## src/rtl/mcu_bus_pkg.sv

```systemverilog
// Shared definitions for the memory bus arbiter: requester ids, DDR commands
// and the arbiter state encoding.
package mcu_bus_pkg;

    typedef logic [1:0] req_id_t;

    localparam req_id_t REQ_NONE = 2'd0;
    localparam req_id_t REQ_DSC  = 2'd1;
    localparam req_id_t REQ_PSC  = 2'd2;
    localparam req_id_t REQ_L2   = 2'd3;

    localparam logic [2:0] CMD_RD = 3'b001;
    localparam logic [2:0] CMD_WR = 3'b000;

    typedef enum logic [1:0] {
        IDLE = 2'd0,
        CMD  = 2'd1,
        XFER = 2'd2,
        GAP  = 2'd3
    } state_t;

    // One-hot requester mask, bit 0 = DSC, bit 1 = PSC, bit 2 = L2.
    function automatic logic [2:0] id_mask(input req_id_t id);
        logic [2:0] m;
        m = 3'b000;
        case (id)
            REQ_DSC: m = 3'b001;
            REQ_PSC: m = 3'b010;
            REQ_L2:  m = 3'b100;
            default: m = 3'b000;
        endcase
        return m;
    endfunction

endpackage

```

## src/rtl/mem_bus_arbiter_if.sv

```systemverilog
// Requester and DDR user-port signals of the memory bus arbiter.
// master = requesters/DDR side, slave = the arbiter.
interface mem_bus_arbiter_if #(
    parameter int ADDR_WIDTH = 28
);
    logic                  i_dsc_request;
    logic                  i_psc_request;
    logic                  i_l2_request;
    logic                  i_dsc_rw;
    logic                  i_psc_rw;
    logic                  i_l2_rw;
    logic [ADDR_WIDTH-1:0] i_dsc_addr;
    logic [ADDR_WIDTH-1:0] i_psc_addr;
    logic [ADDR_WIDTH-1:0] i_l2_addr;
    logic                  o_dsc_bus_available;
    logic                  o_psc_bus_available;
    logic                  o_l2_bus_available;
    logic                  o_dsc_done;
    logic                  o_psc_done;
    logic                  o_l2_done;
    logic [1:0]            o_grant_sel;
    logic                  i_ddr_ready;
    logic                  i_ddr_beat;
    logic                  o_ddr_op_en;
    logic [2:0]            o_ddr_op_cmd;
    logic [ADDR_WIDTH-1:0] o_ddr_op_addr;
    logic                  o_xfer_abort;

    modport master (
        output i_dsc_request, i_psc_request, i_l2_request,
        output i_dsc_rw, i_psc_rw, i_l2_rw,
        output i_dsc_addr, i_psc_addr, i_l2_addr,
        output i_ddr_ready, i_ddr_beat,
        input  o_dsc_bus_available, o_psc_bus_available, o_l2_bus_available,
        input  o_dsc_done, o_psc_done, o_l2_done, o_grant_sel,
        input  o_ddr_op_en, o_ddr_op_cmd, o_ddr_op_addr, o_xfer_abort
    );

    modport slave (
        input  i_dsc_request, i_psc_request, i_l2_request,
        input  i_dsc_rw, i_psc_rw, i_l2_rw,
        input  i_dsc_addr, i_psc_addr, i_l2_addr,
        input  i_ddr_ready, i_ddr_beat,
        output o_dsc_bus_available, o_psc_bus_available, o_l2_bus_available,
        output o_dsc_done, o_psc_done, o_l2_done, o_grant_sel,
        output o_ddr_op_en, o_ddr_op_cmd, o_ddr_op_addr, o_xfer_abort
    );

endinterface

```

## src/rtl/mem_bus_prio_enc.sv

```systemverilog
// Fixed-priority encoder: DSC > PSC > L2, REQ_NONE when nobody requests.
module mem_bus_prio_enc
    import mcu_bus_pkg::*;
(
    input  logic [2:0] req,
    output req_id_t    id
);

    always_comb begin
        id = REQ_NONE;
        if (req[0])      id = REQ_DSC;
        else if (req[1]) id = REQ_PSC;
        else if (req[2]) id = REQ_L2;
    end

endmodule

```

## src/rtl/mem_bus_arbiter.sv

```systemverilog
// Burst-at-a-time arbiter between DSC/PSC/L2 caches and the DDR3 user port,
// with a turnaround gap whenever another requester waited during a burst.
module mem_bus_arbiter
    import mcu_bus_pkg::*;
#(
    parameter int BURST_LENTH = 8,
    parameter int ADDR_WIDTH  = 28,
    parameter int GAP_CYCLES  = 4
) (
    input  logic            clk_166M66,
    input  logic            mcu_sys_rst_n,
    mem_bus_arbiter_if.slave bus
);

    localparam int CW = (BURST_LENTH > 1) ? $clog2(BURST_LENTH) : 1;
    localparam int GW = (GAP_CYCLES > 1) ? $clog2(GAP_CYCLES) : 1;
    localparam logic [CW-1:0] LAST_BEAT = CW'(BURST_LENTH - 1);
    localparam logic [GW-1:0] LAST_GAP  = GW'(GAP_CYCLES - 1);

    state_t                state;
    req_id_t               owner;
    req_id_t               winner;
    logic [CW-1:0]         beat_cnt;
    logic [GW-1:0]         gap_cnt;
    logic                  pend;
    logic [2:0]            req_vec;
    logic                  other_req;
    logic                  win_rw;
    logic [ADDR_WIDTH-1:0] win_addr;

    assign req_vec   = {bus.i_l2_request, bus.i_psc_request, bus.i_dsc_request};
    assign other_req = |(req_vec & ~id_mask(owner));

    mem_bus_prio_enc u_prio (
        .req (req_vec),
        .id  (winner)
    );

    always_comb begin
        win_rw   = 1'b0;
        win_addr = '0;
        case (winner)
            REQ_DSC: begin win_rw = bus.i_dsc_rw; win_addr = bus.i_dsc_addr; end
            REQ_PSC: begin win_rw = bus.i_psc_rw; win_addr = bus.i_psc_addr; end
            REQ_L2:  begin win_rw = bus.i_l2_rw;  win_addr = bus.i_l2_addr;  end
            default: begin win_rw = 1'b0;         win_addr = '0;             end
        endcase
    end

    always_ff @(posedge clk_166M66) begin
        if (!mcu_sys_rst_n) begin
            state     <= IDLE;
            owner     <= REQ_NONE;
            beat_cnt  <= '0;
            gap_cnt   <= '0;
            pend      <= 1'b0;
            bus.o_ddr_op_en   <= 1'b0;
            bus.o_ddr_op_cmd  <= 3'b000;
            bus.o_ddr_op_addr <= '0;
            bus.o_xfer_abort  <= 1'b0;
            bus.o_grant_sel   <= REQ_NONE;
            {bus.o_l2_bus_available, bus.o_psc_bus_available, bus.o_dsc_bus_available} <= 3'b000;
            {bus.o_l2_done, bus.o_psc_done, bus.o_dsc_done} <= 3'b000;
        end else begin
            bus.o_ddr_op_en  <= 1'b0;
            bus.o_xfer_abort <= 1'b0;
            {bus.o_l2_done, bus.o_psc_done, bus.o_dsc_done} <= 3'b000;

            case (state)
                IDLE: begin
                    pend <= 1'b0;
                    if (bus.i_ddr_ready && (winner != REQ_NONE)) begin
                        owner             <= winner;
                        state             <= CMD;
                        beat_cnt          <= '0;
                        bus.o_ddr_op_en   <= 1'b1;
                        bus.o_ddr_op_cmd  <= win_rw ? CMD_RD : CMD_WR;
                        bus.o_ddr_op_addr <= win_addr;
                        bus.o_grant_sel   <= winner;
                        {bus.o_l2_bus_available, bus.o_psc_bus_available, bus.o_dsc_bus_available} <= id_mask(winner);
                    end
                end

                CMD, XFER: begin
                    if (!bus.i_ddr_ready) begin
                        // Controller lost calibration: drop the burst without a done.
                        bus.o_xfer_abort <= 1'b1;
                        bus.o_grant_sel  <= REQ_NONE;
                        {bus.o_l2_bus_available, bus.o_psc_bus_available, bus.o_dsc_bus_available} <= 3'b000;
                        owner    <= REQ_NONE;
                        beat_cnt <= '0;
                        pend     <= 1'b0;
                        state    <= IDLE;
                    end else if (state == CMD) begin
                        pend  <= pend | other_req;
                        state <= XFER;
                    end else begin
                        pend <= pend | other_req;
                        if (bus.i_ddr_beat) begin
                            if (beat_cnt == LAST_BEAT) begin
                                {bus.o_l2_done, bus.o_psc_done, bus.o_dsc_done} <= id_mask(owner);
                                bus.o_grant_sel <= REQ_NONE;
                                {bus.o_l2_bus_available, bus.o_psc_bus_available, bus.o_dsc_bus_available} <= 3'b000;
                                owner    <= REQ_NONE;
                                beat_cnt <= '0;
                                pend     <= 1'b0;
                                gap_cnt  <= '0;
                                // A requester arriving on the last beat still counts as waiting.
                                state    <= (pend | other_req) ? GAP : IDLE;
                            end else begin
                                beat_cnt <= beat_cnt + CW'(1);
                            end
                        end
                    end
                end

                GAP: begin
                    pend <= 1'b0;
                    if (gap_cnt == LAST_GAP) begin
                        gap_cnt <= '0;
                        state   <= IDLE;
                    end else begin
                        gap_cnt <= gap_cnt + GW'(1);
                    end
                end

                default: state <= IDLE;
            endcase
        end
    end

endmodule
```

## src/flat_wrapper.sv

```systemverilog
// flat-port wrapper written by rule: the top's interface ports become plain ports
module mem_bus_arbiter_flat import mcu_bus_pkg::*;
#(
    parameter int BURST_LENTH = 8,
    parameter int ADDR_WIDTH  = 28,
    parameter int GAP_CYCLES  = 4
)
  (clk_166M66, mcu_sys_rst_n, bus_i_dsc_request, bus_i_psc_request, bus_i_l2_request, bus_i_dsc_rw, bus_i_psc_rw, bus_i_l2_rw, bus_i_dsc_addr, bus_i_psc_addr, bus_i_l2_addr, bus_i_ddr_ready, bus_i_ddr_beat, bus_o_dsc_bus_available, bus_o_psc_bus_available, bus_o_l2_bus_available, bus_o_dsc_done, bus_o_psc_done, bus_o_l2_done, bus_o_grant_sel, bus_o_ddr_op_en, bus_o_ddr_op_cmd, bus_o_ddr_op_addr, bus_o_xfer_abort);
  mem_bus_arbiter_if #(.ADDR_WIDTH(ADDR_WIDTH)) bus_i ();
  input  logic clk_166M66;
  input  logic mcu_sys_rst_n;
  input wire logic [$bits(bus_i.i_dsc_request)-1:0] bus_i_dsc_request;
  input wire logic [$bits(bus_i.i_psc_request)-1:0] bus_i_psc_request;
  input wire logic [$bits(bus_i.i_l2_request)-1:0] bus_i_l2_request;
  input wire logic [$bits(bus_i.i_dsc_rw)-1:0] bus_i_dsc_rw;
  input wire logic [$bits(bus_i.i_psc_rw)-1:0] bus_i_psc_rw;
  input wire logic [$bits(bus_i.i_l2_rw)-1:0] bus_i_l2_rw;
  input wire logic [$bits(bus_i.i_dsc_addr)-1:0] bus_i_dsc_addr;
  input wire logic [$bits(bus_i.i_psc_addr)-1:0] bus_i_psc_addr;
  input wire logic [$bits(bus_i.i_l2_addr)-1:0] bus_i_l2_addr;
  input wire logic [$bits(bus_i.i_ddr_ready)-1:0] bus_i_ddr_ready;
  input wire logic [$bits(bus_i.i_ddr_beat)-1:0] bus_i_ddr_beat;
  output wire logic [$bits(bus_i.o_dsc_bus_available)-1:0] bus_o_dsc_bus_available;
  output wire logic [$bits(bus_i.o_psc_bus_available)-1:0] bus_o_psc_bus_available;
  output wire logic [$bits(bus_i.o_l2_bus_available)-1:0] bus_o_l2_bus_available;
  output wire logic [$bits(bus_i.o_dsc_done)-1:0] bus_o_dsc_done;
  output wire logic [$bits(bus_i.o_psc_done)-1:0] bus_o_psc_done;
  output wire logic [$bits(bus_i.o_l2_done)-1:0] bus_o_l2_done;
  output wire logic [$bits(bus_i.o_grant_sel)-1:0] bus_o_grant_sel;
  output wire logic [$bits(bus_i.o_ddr_op_en)-1:0] bus_o_ddr_op_en;
  output wire logic [$bits(bus_i.o_ddr_op_cmd)-1:0] bus_o_ddr_op_cmd;
  output wire logic [$bits(bus_i.o_ddr_op_addr)-1:0] bus_o_ddr_op_addr;
  output wire logic [$bits(bus_i.o_xfer_abort)-1:0] bus_o_xfer_abort;
  assign bus_i.i_dsc_request = bus_i_dsc_request;
  assign bus_i.i_psc_request = bus_i_psc_request;
  assign bus_i.i_l2_request = bus_i_l2_request;
  assign bus_i.i_dsc_rw = bus_i_dsc_rw;
  assign bus_i.i_psc_rw = bus_i_psc_rw;
  assign bus_i.i_l2_rw = bus_i_l2_rw;
  assign bus_i.i_dsc_addr = bus_i_dsc_addr;
  assign bus_i.i_psc_addr = bus_i_psc_addr;
  assign bus_i.i_l2_addr = bus_i_l2_addr;
  assign bus_i.i_ddr_ready = bus_i_ddr_ready;
  assign bus_i.i_ddr_beat = bus_i_ddr_beat;
  assign bus_o_dsc_bus_available = bus_i.o_dsc_bus_available;
  assign bus_o_psc_bus_available = bus_i.o_psc_bus_available;
  assign bus_o_l2_bus_available = bus_i.o_l2_bus_available;
  assign bus_o_dsc_done = bus_i.o_dsc_done;
  assign bus_o_psc_done = bus_i.o_psc_done;
  assign bus_o_l2_done = bus_i.o_l2_done;
  assign bus_o_grant_sel = bus_i.o_grant_sel;
  assign bus_o_ddr_op_en = bus_i.o_ddr_op_en;
  assign bus_o_ddr_op_cmd = bus_i.o_ddr_op_cmd;
  assign bus_o_ddr_op_addr = bus_i.o_ddr_op_addr;
  assign bus_o_xfer_abort = bus_i.o_xfer_abort;
  mem_bus_arbiter #(.BURST_LENTH(BURST_LENTH), .ADDR_WIDTH(ADDR_WIDTH), .GAP_CYCLES(GAP_CYCLES)) u_core (.clk_166M66(clk_166M66), .mcu_sys_rst_n(mcu_sys_rst_n), .bus(bus_i));
endmodule
```

## config.mk

```make
export PLATFORM = sky130hd
export DESIGN_NAME = mem_bus_arbiter_flat
export DESIGN_NICKNAME = d
export VERILOG_FILES = /design/src/rtl/mcu_bus_pkg.sv /design/src/rtl/mem_bus_arbiter_if.sv /design/src/rtl/mem_bus_prio_enc.sv /design/src/rtl/mem_bus_arbiter.sv /design/src/flat_wrapper.sv
export SDC_FILE = /design/constraint.sdc
export NUM_CORES = 1
export LEC_CHECK = 0
export ABC_AREA = 0
export CAP_MARGIN = 20
export CELL_PAD_IN_SITES_DETAIL_PLACEMENT = 0
export CELL_PAD_IN_SITES_GLOBAL_PLACEMENT = 2
export CORE_MARGIN = 4
export CORE_UTILIZATION = 31
export DETAILED_ROUTE_END_ITERATION = 8
export DONT_BUFFER_PORTS = 1
export PLACE_DENSITY_LB_ADDON = 0.1
export SYNTH_ARGS = -nofsm -noshare
export SYNTH_HDL_FRONTEND = slang
export SYNTH_HIERARCHICAL = 1
export SYNTH_SLANG_ARGS = --single-unit
```

## constraint.sdc

```tcl
create_clock -name clk_166M66 -period 1.7 [get_ports clk_166M66]
set_input_delay 0.34 -clock clk_166M66 [delete_from_list [all_inputs] [get_ports clk_166M66]]
set_output_delay 0.34 -clock clk_166M66 [all_outputs]
set_load 0.02 [all_outputs]
```

==> results of run 1 <==
==> flip-flops by register name (all words and copies together) (netlist names) <==
name and count:
u_core/bus.o_psc_bus_available 1, u_core/gap_cnt 2, u_core/bus.o_l2_done 1, u_core/bus.o_dsc_bus_available 1, u_core/bus.o_dsc_done 1, u_core/bus.o_psc_done 1
u_core/state 2, u_core/bus.o_ddr_op_en 1, u_core/bus.o_ddr_op_cmd 1, u_core/bus.o_ddr_op_addr 28, u_core/pend 1, u_core/bus.o_xfer_abort 1
u_core/bus.o_l2_bus_available 1, u_core/beat_cnt 3, u_core/owner 2
==> cell usage after synthesis (3+ instances only) <==
| master | number | area [um2] |
|---|---|---|
| dfxtp_1 | 47 | 941 |
| nor2_1 | 37 | 139 |
| a221oi_1 | 29 | 254 |
| mux2_2 | 29 | 327 |
| nor3b_1 | 29 | 218 |
| buf_2 | 13 | 65.1 |
| nand2_1 | 11 | 41.3 |
| clkbuf_1 | 10 | 37.5 |
| inv_1 | 10 | 37.5 |
| ha_1 | 7 | 87.6 |
| nor2b_1 | 7 | 43.8 |
| o21ai_0 | 7 | 35.0 |
| nand3_1 | 6 | 30.0 |
| a21oi_1 | 4 | 20.0 |
| nand3b_1 | 3 | 22.5 |
==> worst max-delay path by stage <==
| stage | start | end | slack [ns] | cells past startpoint |
|---|---|---|---|---|
| 3_5_place_dp | bus_i_l2_request | u_core/bus.o_ddr_op_addr[4]$_SDFFE_PN0P_ | -0.13 | 7 |
| 5_1_grt | u_core/beat_cnt[0]$_SDFFE_PN0P_ | u_core/bus.o_psc_bus_available$_SDFFE_PN0P_ | -0.06 | 8 |
| 2_1_floorplan | u_core/state[0]$_SDFFE_PN0P_ | u_core/beat_cnt[0]$_SDFFE_PN0P_ | 0.006 | 8 |
| 4_1_cts | u_core/state[0]$_SDFFE_PN0P_ | u_core/beat_cnt[0]$_SDFFE_PN0P_ | 0.01 | 7 |
| 6_report | u_core/state[0]$_SDFFE_PN0P_ | u_core/beat_cnt[0]$_SDFFE_PN0P_ | 0.03 | 7 |
| 3_3_place_gp | bus_i_psc_request | u_core/bus.o_ddr_op_addr[4]$_SDFFE_PN0P_ | -0.50 | 5 |
==> area by class of cell <==
class	count	area share (%)
Multi-Input combinational cell	200	52.6
Sequential cell	47	32.0
Timing Repair Buffer	24	6.90
Tap cell	102	4.32
Clock buffer	6	2.46
Inverter	10	1.27
Clock inverter	2	0.423
==> repair_timing <==
item	4_1_cts	5_1_grt
hold buffers	0	0
setup buffers	0	4
gates cloned	0	1
gates resized for setup	2	23
setup endpoints to repair	1	10
pin swaps	0	4
==> metrics by stage <==
step / area [um2] / power, mW / setup TNS [ns]
floorplan: 2560 / 1.98 / 0
global placement: 2730 / 2.19 / -13.02
detailed placement: 2740 / 2.19 / -1.15
CTS: 2840 / 2.90 / 0
global route: 2960 / 3.10 / -0.288
finish: 2960 / 2.91 / 0
==> logic make-up (layout without fill, tap and decap cells) <==
family	after synthesis	in the layout	synth area share, %
and+or+nand+nor	106	106	22.9
AOI/OAI and AO/OA	54	54	17.0
DFF	47	47	36.9
buffers and inverters	35	42	6.08
muxes	31	31	13.6
adders and majority gates	7	7	3.43
other	1	2	0.147
==> routing by layer <==
metal | track usage (%) | vias to the layer above | part of all wire (%)
li1 | - | 1033 | -
met1 | 17.8 | 984 | 43
met2 | 21.9 | 101 | 46
met3 | 5.80 | 2 | 10
met4 | 2.21 | 0 | 0.45
met5 | 0 | - | 0
==> report_power, final <==
| part | switching, mW | internal (mW) | total, mW | leakage [nW] |
|---|---|---|---|---|
| Clock | 0.382 | 0.288 | 0.670 | 0.0412 |
| Combinational | 0.415 | 0.397 | 0.812 | 0.629 |
| Sequential | 0.209 | 1.22 | 1.43 | 0.387 |
| Total | 1.01 | 1.91 | 2.91 | 1.06 |
==> impl_metrics.ini, run 1 <==
[power_and_ir_drop]
powerDensity_mw_per_mm2 = 985
ir_worst_vdd_mv = 0.306
leakage_nw = 1.06

[synthesis]
yosysSeqAreaShare_pct = 36.9
ys_types = 39
ys_seq_elements = 47
syn_area_mm2 = 0.00255
synth-async-reset-ratio_pct = 0
postSynthAreaPerCell_um2 = 9.08
syn_inst = 281
synth_ff_type = dfxtp_1
ys_warn_count = 6
synth_edf_count = 0

[place]
place_inst = 378
pre_cts_slack_ns = -0.130
io_buffers = 0
gp_congestion = 0.737
dpl.hpwl_um = 5160

[finish]
layout_common_cells = dfxtp_1, nor2_1, mux2_2, a221oi_1, nor3b_1
fillers = 862
multi_input_area_mm2 = 0.00155
final_cell_count_no_fill = 391
drive_gt1_share_pct = 28.7
seq_area_um2 = 947
mostFrequentLayoutCell = dfxtp_1
diodes = 0
final_util_pct = 37.7
num-nets-final = 389
syn_to_final_growth_pct = 15.8

[sta]
fin_hold_ws_ns = 0.175
fin_skew_ns = 0.00761
fmax_ghz = 0.598
setup_viol = 0
finalCritPeriodShare_pct = 98.3
min_period_ns = 1.67
drv_slew = 0
rsz0062_at_grt = true
hold_viol = 0
maxSlewHeadroom_pct = 55.9
tightest_slew_ns = 0.659
setup_ws_ns = 0.0287

[worst_setup_path]
worst-path-buf-inv = 2
critPathCaptureType = flip-flop
crit_fanout = 5
max_stage_delay_ns = 0.49
r2r-end = u_core/beat_cnt[0]$_SDFFE_PN0P_
critical_path_arrival_ns = 1.89
reg2reg_slack_ns = 0.03
startpoint_type = flip-flop
reg2reg_from = u_core/state[0]$_SDFFE_PN0P_
cp_data_required_time_ns = 1.92
path_class = reg -> reg
reg2reg_depth = 7
slowest_stage = or4_1
crit_chain = inv_2 -> ha_4 -> inv_2 -> o21ai_2 -> o21ai_2 -> or4_1 -> a21boi_1
path_delay_family = simple AND/OR/NAND/NOR gates

[routing]
drc = 0
wl_per_cell_um = 18.6
dr_total_vias = 2120
wl_um = 7270
viasPerCell = 5.42
ant_nets = 0
first_iter_violations = 70
drtPass1Iterations = 5

[cts]
htreeDepth = 2
cts_tree = built
clkLatencyLatePin_ns = 0.29
cts-buffers-inserted = 5
path_clk_slew_ns = 0.09
cts_sinks = 47
cts_root_buf = clkbuf_8
clk_path_buf_depth = 2

[global_route]
grt_pass1_wl_um = 11000
grt_util_all_layers_pct = 13.8
overflow = 0
grt_max_degree = 51
antenna_found_initial = 0
grt_pass1_vias = 2156

[die]
core-area_mm2 = 0.00785
pin_count = 135
initial_core_util_pct = 32.5
dieArea_mm2 = 0.00974
die_x_um = 98.7
die_y_um = 98.7
std_cell_rows = 32

[flow_run]
drv_cap = 0

[status]
status = finished, final reports clean

[hold_path]
hold_depth = 1
hold_end = u_core/gap_cnt[0]$_SDFFE_PN0P_
hold_class = in -> reg
hp-start = mcu_sys_rst_n
(Power assumes the default switching activity.)
==> run 2, diff against run 1 <==
--- a/config.mk
+++ b/config.mk
@@ -7,10 +7,10 @@
 export LEC_CHECK = 0
 export ABC_AREA = 0
 export CAP_MARGIN = 20
-export CELL_PAD_IN_SITES_DETAIL_PLACEMENT = 0
-export CELL_PAD_IN_SITES_GLOBAL_PLACEMENT = 2
+export CELL_PAD_IN_SITES_DETAIL_PLACEMENT = 1
+export CELL_PAD_IN_SITES_GLOBAL_PLACEMENT = 1
 export CORE_MARGIN = 4
-export CORE_UTILIZATION = 31
+export CORE_UTILIZATION = 40
 export DETAILED_ROUTE_END_ITERATION = 8
 export DONT_BUFFER_PORTS = 1
 export PLACE_DENSITY_LB_ADDON = 0.1
==> run 2 against run 1 <==
Total power fell by 2.5%. Die area fell by 21%. Sequential share of layout area rose by 1.3 points. Clock-buffer cell count did not move. Fmax rose by 1.5%. Global-route usage rose by 5.3 points. Worst hold slack improved by 0.0057 ns. Clock skew fell by 0.0018 ns. Final cell count fell by 8.2%. Sequential power barely moved. Critical path depth did not move. Worst setup slack improved by 0.024 ns. Critical path type unchanged. Largest power group unchanged. Highest routed layer unchanged.
==> impl_metrics.ini, run 2 (synthesis results as in run 1) <==
[sta]
finalCritPeriodShare_pct = 96.9
setup_viol = 0
rsz0062_at_grt = true
drv_slew = 0
tns_ns = 0
tightest_slew_ns = 0.529
hold_viol = 0
fin_skew_ns = 0.00586
maxSlewHeadroom_pct = 64.5
min_period_ns = 1.65
fmax_ghz = 0.607

[cts]
clkLatencyLatePin_ns = 0.29
clk_path_buf_depth = 2
htreeDepth = 2
cts_sinks = 47
cts_tree = built
path_clk_slew_ns = 0.08
cts-buffers-inserted = 5
cts_root_buf = clkbuf_8

[worst_setup_path]
path_class = reg -> reg
critical_path_arrival_ns = 1.87
cp_data_required_time_ns = 1.92
critPathCaptureType = flip-flop
startpoint_type = flip-flop
crit_fanout = 5

[place]
dpl.hpwl_um = 5340
io_buffers = 0
gp_congestion = 0.804

[routing]
drc = 0
first_iter_violations = 57
ant_nets = 0
viasPerCell = 5.99
wl_per_cell_um = 20.1
wl_um = 7220
drtPass1Iterations = 4
dr_total_vias = 2149

[power_and_ir_drop]
ir_worst_vdd_mv = 0.432
powerDensity_mw_per_mm2 = 1000
total_power_mw = 2.84
leakage_nw = 1.03

[die]
dieArea_mm2 = 0.00772
std_cell_rows = 28
core-area_mm2 = 0.00606
pin_count = 135
die_x_um = 87.9
initial_core_util_pct = 42.1
die_y_um = 87.9

[finish]
largest_reg_flops = 28
layout_common_cells = dfxtp_1, nor2_1, mux2_2, a221oi_1, nor3b_1
top_register = u_core/bus.o_ddr_op_addr
drive_gt1_share_pct = 26.4
num-nets-final = 386
mostFrequentLayoutCell = dfxtp_1
diodes = 0
largestRegisters = u_core/bus.o_ddr_op_addr: 28 flops, u_core/beat_cnt: 3 flops
syn_to_final_growth_pct = 11.0

[global_route]
grt_pass1_vias = 2230
antenna_found_initial = 0
grt_util_all_layers_pct = 19.1
grt_pass1_wl_um = 11500
overflow = 0
grt_max_degree = 51

[status]
status = finished, final reports clean

[hold_path]
hold_class = in -> reg

[flow_run]
drv_cap = 0
==> run 2: path summary, 6_finish.rpt <==
check / from / to / slack (ns) / cells past startpoint
setup / recovery: u_core/state[1]$_SDFFE_PN0P_ / u_core/beat_cnt[0]$_SDFFE_PN0P_ / 0.05 / 7
hold / removal: mcu_sys_rst_n / u_core/gap_cnt[0]$_SDFFE_PN0P_ / 0.18 / 1
setup reg to reg: u_core/state[1]$_SDFFE_PN0P_ / u_core/beat_cnt[0]$_SDFFE_PN0P_ / 0.05 / 7
hold reg to reg: u_core/beat_cnt[2]$_SDFFE_PN0P_ / u_core/beat_cnt[2]$_SDFFE_PN0P_ / 0.48 / 2
==> run 2: what timing repair did <==
action | CTS | global route
setup buffers | 1 | 2
gates resized for setup | 1 | 15
pin swaps | 1 | 4
cloned | 0 | 1
endpoints found under the setup margin | 2 | 10
hold buffers | 0 | 0
==> run 2: report_power, final <==
| group | switching, mW | internal [mW] |
|---|---|---|
| registers | 0.204 | 1.22 |
| logic | 0.415 | 0.373 |
| clock network | 0.349 | 0.275 |
| total | 0.968 | 1.87 |
==> run 2: worst max-delay path, cell delays in order, from the launching register on <==
cell      delay [ns]
dfxtp_2         0.35
inv_2           0.06
ha_4            0.28
inv_2           0.03
o21ai_2         0.14
o21ai_2         0.11
or4_1           0.48
a21boi_1        0.12
==> run 2: routing by layer <==
layer	vias up	global-route usage (%)	part of all wire (%)	wire (um)
met5	-	0	0	0
met4	0	5.02	0.91	66
met3	6	7.71	10	751
met2	90	30.8	47	3420
met1	1028	23.8	41	2980
li1	1025	-	-	-
==> run 2: through the flow <==
step / instances / setup slack, ns / utilization (%) / hold slack [ns] / area, um2
after floorplan: 282 / 0.00639 / - / 0.445 / 2560
after global placement: 348 / -0.485 / 44.2 / 0.460 / 2680
after detailed placement: 349 / -0.0982 / 44.4 / 0.468 / 2690
after CTS: 356 / 0.0167 / 46.0 / 0.153 / 2790
after global routing: 359 / -0.0318 / 46.7 / 0.160 / 2830
final: 359 / 0.0527 / 46.7 / 0.181 / 2830
==> run 2: layout make-up <==
cell class	instances	area [um2]
fill	717	3230
multi-input combinational	200	1500
timing repair buffer	21	181
sequential	47	945
clock buffer	6	72.6
tap	75	93.8
inverter	10	37.5
